--- config.mk ---
export PLATFORM = sky130hd
export DESIGN_NAME = multicycle_control
export DESIGN_NICKNAME = d
export VERILOG_FILES = /design/src/rtl/multicycle_control.sv
export SDC_FILE = /design/constraint.sdc
export NUM_CORES = 1
export LEC_CHECK = 0
export ABC_AREA = 1
export BUFFER_PORTS_ARGS = -buffer_cell sky130_fd_sc_hd__buf_2
export CORE_MARGIN = 1
export CORE_UTILIZATION = 26
export CTS_BUF_LIST = sky130_fd_sc_hd__clkbuf_4
export DETAILED_ROUTE_END_ITERATION = 12
export PLACE_DENSITY = 0.49
export SLEW_MARGIN = 40
export SYNTH_ARGS = -nofsm -noshare
export SYNTH_HDL_FRONTEND = slang
export SYNTH_SLANG_ARGS = --single-unit
--- constraint.sdc ---
create_clock -name clk -period 1.5 [get_ports clk]
set_input_delay 0.225 -clock clk [delete_from_list [all_inputs] [get_ports clk]]
set_output_delay 0.225 -clock clk [all_outputs]
set_load 0.005 [all_outputs]
--- src/rtl/multicycle_control.sv ---
// Main control FSM for the multicycle MIPS datapath: sequences fetch, decode,
// execute, memory and write-back, and drives every datapath enable and mux select.
module multicycle_control (
    input  logic       clk,
    input  logic       reset_n,
    input  logic [0:5] opcode,
    input  logic       memReady,
    output logic       pcWrite,
    output logic       pcWriteCond,
    output logic       iorD,
    output logic       memRead,
    output logic       memWrite,
    output logic       irWrite,
    output logic       memToReg,
    output logic       regDst,
    output logic       regWrite,
    output logic       aluSrcA,
    output logic [0:1] aluSrcB,
    output logic [0:1] aluOp,
    output logic [0:1] pcSource,
    output logic       illegal,
    output logic [0:3] state
);

    localparam logic [0:3] FETCH     = 4'd0;
    localparam logic [0:3] DECODE    = 4'd1;
    localparam logic [0:3] MEM_ADDR  = 4'd2;
    localparam logic [0:3] MEM_READ  = 4'd3;
    localparam logic [0:3] MEM_WB    = 4'd4;
    localparam logic [0:3] MEM_WRITE = 4'd5;
    localparam logic [0:3] EXECUTE   = 4'd6;
    localparam logic [0:3] ALU_WB    = 4'd7;
    localparam logic [0:3] BRANCH    = 4'd8;
    localparam logic [0:3] JUMP      = 4'd9;
    localparam logic [0:3] ADDI_EXEC = 4'd10;
    localparam logic [0:3] ADDI_WB   = 4'd11;

    localparam logic [0:5] OP_RTYPE = 6'b000000;
    localparam logic [0:5] OP_LW    = 6'b100011;
    localparam logic [0:5] OP_SW    = 6'b101011;
    localparam logic [0:5] OP_BEQ   = 6'b000100;
    localparam logic [0:5] OP_J     = 6'b000010;
    localparam logic [0:5] OP_ADDI  = 6'b001000;

    logic [0:3] state_q;
    logic [0:3] state_d;

    always_ff @(posedge clk or negedge reset_n) begin
        if (!reset_n) begin
            state_q <= FETCH;
        end else begin
            state_q <= state_d;
        end
    end

    assign state = state_q;

    always_comb begin
        state_d     = FETCH;
        pcWrite     = 1'b0;
        pcWriteCond = 1'b0;
        iorD        = 1'b0;
        memRead     = 1'b0;
        memWrite    = 1'b0;
        irWrite     = 1'b0;
        memToReg    = 1'b0;
        regDst      = 1'b0;
        regWrite    = 1'b0;
        aluSrcA     = 1'b0;
        aluSrcB     = 2'b00;
        aluOp       = 2'b00;
        pcSource    = 2'b00;
        illegal     = 1'b0;

        case (state_q)
            FETCH: begin
                memRead = 1'b1;
                aluSrcB = 2'b01;
                irWrite = memReady;
                pcWrite = memReady;
                state_d = memReady ? DECODE : FETCH;
            end
            DECODE: begin
                aluSrcB = 2'b11;
                case (opcode)
                    OP_LW, OP_SW: state_d = MEM_ADDR;
                    OP_RTYPE:     state_d = EXECUTE;
                    OP_BEQ:       state_d = BRANCH;
                    OP_J:         state_d = JUMP;
                    OP_ADDI:      state_d = ADDI_EXEC;
                    default: begin
                        state_d = FETCH;
                        illegal = 1'b1;
                    end
                endcase
            end
            MEM_ADDR: begin
                aluSrcA = 1'b1;
                aluSrcB = 2'b10;
                state_d = (opcode == OP_SW) ? MEM_WRITE : MEM_READ;
            end
            MEM_READ: begin
                memRead = 1'b1;
                iorD    = 1'b1;
                state_d = memReady ? MEM_WB : MEM_READ;
            end
            MEM_WB: begin
                regWrite = 1'b1;
                memToReg = 1'b1;
            end
            MEM_WRITE: begin
                memWrite = 1'b1;
                iorD     = 1'b1;
                state_d  = memReady ? FETCH : MEM_WRITE;
            end
            EXECUTE: begin
                aluSrcA = 1'b1;
                aluOp   = 2'b10;
                state_d = ALU_WB;
            end
            ALU_WB: begin
                regWrite = 1'b1;
                regDst   = 1'b1;
            end
            BRANCH: begin
                aluSrcA     = 1'b1;
                aluOp       = 2'b01;
                pcWriteCond = 1'b1;
                pcSource    = 2'b01;
            end
            JUMP: begin
                pcWrite  = 1'b1;
                pcSource = 2'b10;
            end
            ADDI_EXEC: begin
                aluSrcA = 1'b1;
                aluSrcB = 2'b10;
                state_d = ADDI_WB;
            end
            ADDI_WB: begin
                regWrite = 1'b1;
            end
            default: state_d = FETCH;
        endcase

        // Reset gates the combinational outputs too, so FETCH's memRead stays low.
        if (!reset_n) begin
            state_d     = FETCH;
            pcWrite     = 1'b0;
            pcWriteCond = 1'b0;
            iorD        = 1'b0;
            memRead     = 1'b0;
            memWrite    = 1'b0;
            irWrite     = 1'b0;
            memToReg    = 1'b0;
            regDst      = 1'b0;
            regWrite    = 1'b0;
            aluSrcA     = 1'b0;
            aluSrcB     = 2'b00;
            aluOp       = 2'b00;
            pcSource    = 2'b00;
            illegal     = 1'b0;
        end
    end

endmodule
# After elaboration in Yosys (flattened, before gate mapping)

Index checks and enable logic that the tools add are counted.
Widths: inputs -> output; s select.

Bits of input ports: 9
Word-level logic and storage cells: 62
Output and inout port bits: 21
Register bits: 4

Reduce and logical (&&, ||, !) cells: 9
Equal/unequal tests: 16
Multiplexer cells: 36

Operators by type and width:

| cell               | count |
|---|---|
| $pmux 4 s7         | 1 |
| $mux 1             | 23 |
| $pmux 4 s5         | 1 |
| $eq 4x3->1 const B | 4 |
| $eq 4x4->1 const B | 4 |
| $eq 6x6->1 const B | 2 |
| $mux 3             | 3 |
| $eq 4x2->1 const B | 2 |
| $pmux 2 s2         | 2 |
| $reduce_or 2->1    | 4 |
| $eq 6x2->1 const B | 1 |
| $eq 6x3->1 const B | 1 |
| $eq 6x4->1 const B | 1 |
| $logic_not 6->1    | 1 |
| $mux 2             | 3 |
| $pmux 2 s3         | 1 |
| $reduce_or 6->1    | 1 |
| $eq 4x1->1 const B | 1 |
| $logic_not 4->1    | 1 |
| $mux 4             | 1 |
| $reduce_or 4->1    | 1 |
| $reduce_or 3->1    | 1 |
| $pmux 1 s2         | 1 |

# Logic depth before layout (Yosys ltp)

Depth after elaboration: 5
Mapped depth: 7
Gate-level depth less buffers: 7

# Worst setup path after synthesis

No wires, ideal clock.

Path kind: register -> output
From: register state_q (netlist bit state[0])
To: output aluOp[1] in the netlist's numbering
Slack: 240 ps
Data arrival time: 1035 ps
Stages on the path, launching flop included: 6
Path through: dfrtp_1 > inv_1 > nor2_1 > nand2_1 > nor2_1 > buf_4

Longest elaborated chain between the ends: 3
Elaborated cells between the ends (all ways): 4
Those cells by class: eq/ne: 2; mux: 2

RTL lines:

| what                                            | line | text |
|---|---|---|
| start: declaration                              | 45   | `logic [0:3] state_q;` |
| start signal: assignment                        | 52   | `state_q <= state_d;` |
| $eq 4x4->1 / $eq 4x3->1 (equally long branches) | 75   | `case (state_q)` |
| $pmux 2 s2 (*)                                  | 75   |  |
| $mux 2 (*)                                      | 147  | `if (!reset_n) begin` |
| end: declaration                                | 19   | `output logic [0:1] aluOp,` |

Mark *: on every way between the ends. The rest lies on a longest branch, timed or not.

# Final worst setup path

From: register state_q (netlist bit state[2])
To: output pcWrite

Longest elaborated chain between the ends: 3
Elaborated cells between the ends (all ways): 4
Those cells by class: eq/ne: 1; mux: 2; reduce/logical: 1

RTL lines:

| what                                                 | line | text |
|---|---|---|
| $eq 4x4->1 / $logic_not 4->1 (equally long branches) | 75   |  |
| $pmux 1 s2 (*)                                       | 75   |  |
| $mux 1 (*)                                           | 147  |  |
| end: declaration                                     | 8    | `output logic pcWrite,` |

Marks and branches as above.

==> impl_metrics.yaml <==
synth:
  synth_edf_count: 0
  synthTopCellsByCount: "nor2_1, nand2_1, inv_1, nand3_1, a21oi_1"
  netlist.area_leader.share_pct: 20.4
  ys_ff_latch: 4
  synth_top_area_cell: "nor2_1"
  synth_async_sr_flop_share_pct: 100
  ys_warn_count: 0
  ys_types: 17
  syn_avg_cell_area_um2: 5.06
  yosys_most_used_dff: "dfrtp_1"
  syn_inst: 109
  syn_nets: 118
  synth_area_leaders: "nor2_1, nand2_1, dfrtp_1"
  seq_area_frac_synth_pct: 18.1
  synth_most_common_cell: "nor2_1"
  syn_area_um2: 552
final_layout:
  fillers: 215
  antennaDiodeCount: 0
  largest_reg_flops: 4
  stdcell_area_um2: 897
  nets: 155
  area_delta_synth_final_pct: 62.6
  seq_area_um2: 105
  multi_input_area_um2: 468
  drive_gt1_share_pct: 44.4
clock_tree:
  cts_tree: "yes"
  path_clk_slew_ns: 0.04
  h-tree-depth: 1
  clockBufferDepth: 2
  cts.sink_count: 4
  worstSkewPairLatency_ns: 0.23
  root_buffer: "clkbuf_4"
  cts_buffers: 3
outcome:
  violations: "setup timing"
  status: "finished, violations left"
sta:
  fin_skew_ns: 0.00590
  finalSetupTns_ns: -0.502
  hold_viol_final: 0
  rsz0062_at_grt: "yes"
  fin_ws_ns: -0.0972
  worstMarginPinSlew_ns: 0.363
  max_freq_mhz: 626
  post-route-period-util_pct: 106
  min_period_ns: 1.60
  relSlewSlack_pct: 75.8
  slew_viol_final: 0
  setup_violations: 11
drt:
  wl_met1_um: 784
  dr_wl_met3_um: 100
  first_pass_iters: 4
  routed_via_density: 4.58
  wl_per_cell_um: 10.2
  routed_wl_um: 1750
  dr.max_layer_used: "met4"
  antenna_left: 0
  drt-initial-drc-count: 18
  wl_met2_um: 856
  vias: 783
  drcViolationCount: 0
pwr:
  total_power_uw: 350
  pwr_density_cell_nw_per_um2: 390
  vdd_drop_max_mv: 0.266
  leakage_nw: 0.466
worst_setup_path:
  critPathTopFamily: "flip-flops"
  ff2ff_path_depth: 5
  cp.required_ns: 1.27
  worstSetupPathType: "reg2out"
  reg2reg_to: "state[3]"
  crit_slowest_cell: "dfrtp_2"
  reg2reg_slack_ns: 0.19
  cp_max_fo: 4
  startpoint_type: "flop"
  crit_path_end_kind: "output port"
  r2r-start: "state[2]"
  crit_chain: "buf_4, nor2_2, nand3_1, a21oi_1, buf_2"
  critPathBufInv: 2
  crit_arrival_ns: 1.37
  cpPeakStageDelay_ns: 0.46
min_path:
  whs_path_depth: 3
  hp-class: "in2reg"
  min_to: "state[0]"
  min_from: "reset_n"
floorplan:
  rows: 16
  die-height_um: 48.1
  start_util_pct: 27.8
  design.die.area_um2: 2310
  die_x_um: 48.1
  ioPinCount: 30
  core_um2: 1980
global_route:
  overflow: 0
  track_usage_pct: 15.5
  antenna_found_initial: 0
  grt_pass1_vias: 650
  grt_max_degree: 13
  grt_pass1_wl_um: 2570
place:
  gp_congestion: 0.861
  placed_cell_area_um2: 712
  portBuffers: 29
  dp_hpwl_um: 1290
job:
  cap_viol_max_count: 0
## cell type report
class	count	share of cell area (%)
multi-input cells	88	52.2
repair buffers	35	22.9
flip-flops and latches	4	11.7
inverters	14	6.97
well taps	27	3.77
clock buffers	3	2.51
## placed cells by master, fill, tap and decap left out, drive strengths merged, types with 3 or more instances in the layout
cell type	synthesis	routed
a21oi	6	6
nor2	33	33
clkbuf	1	3
nand2	28	28
buf	2	34
inv	14	14
nand3	12	12
dfrtp	4	4
## layer usage
metal / GRT usage (%) / vias to the layer above
met4: 3.89 / 0
met3: 2.26 / 2
met2: 26.8 / 32
met5: 0 / -
li1: - / 413
met1: 20.0 / 336
## worst max path at each step
stage	start	endpoint	cells past startpoint	slack, ns
after floorplan	state[0]	aluOp[1]	5	0.24
after global placement	state[2]	illegal	6	0.11
after detailed placement	state[2]	illegal	6	0.13
after CTS	state[2]	illegal	6	-0.02
after global routing	state[3]	aluSrcA	6	-0.15
final	state[2]	pcWrite	5	-0.1
## worst reg2reg max path, delay by kind of cell (launching register included)
| family | cells | cell delay (ns) |
|---|---|---|
| AND/OR/NAND/NOR | 3 | 0.45 |
| buffers and inverters | 1 | 0.17 |
| flip-flops | 1 | 0.46 |
| AO/OA/AOI/OAI | 1 | 0.14 |
## per-stage QoR
stage	utilization, %	setup WS, ns	cells	hold WS, ns
finish	45.3	-0.0972	171	0.315
global route	45.3	-0.154	171	0.324
CTS	41.4	-0.0219	169	0.310
detailed placement	35.9	0.132	162	0.0723
global placement	35.9	0.110	162	0.0734
floorplan	-	0.240	109	-0.0706
## where the power goes
| part | switching (mW) | internal [mW] | leakage (nW) |
|---|---|---|---|
| sequential | 0.00715 | 0.111 | 0.0486 |
| clock | 0.0372 | 0.0890 | 0.0138 |
| combinational | 0.0611 | 0.0445 | 0.404 |
| total | 0.105 | 0.245 | 0.466 |
## kinds of logic (layout without fill, tap and decap cells)
family | after synthesis | after routing | synth area share, %
AO/OA/AOI/OAI | 10 | 10 | 9.52
buffers and inverters | 17 | 52 | 12.9
flip-flops | 4 | 4 | 18.1
AND/OR/NAND/NOR | 78 | 78 | 59.4
## timing repair
| item | in CTS | in global routing |
|---|---|---|
| hold buffers | 1 | 0 |
| setup endpoints to repair | 14 | 15 |
| resized for setup | 19 | 16 |
| pin swaps | 1 | 10 |
| hold endpoints to repair | 4 | 0 |
| buffers inserted | 3 | 2 |
No activity file was read; power rests on OpenSTA's default activity.
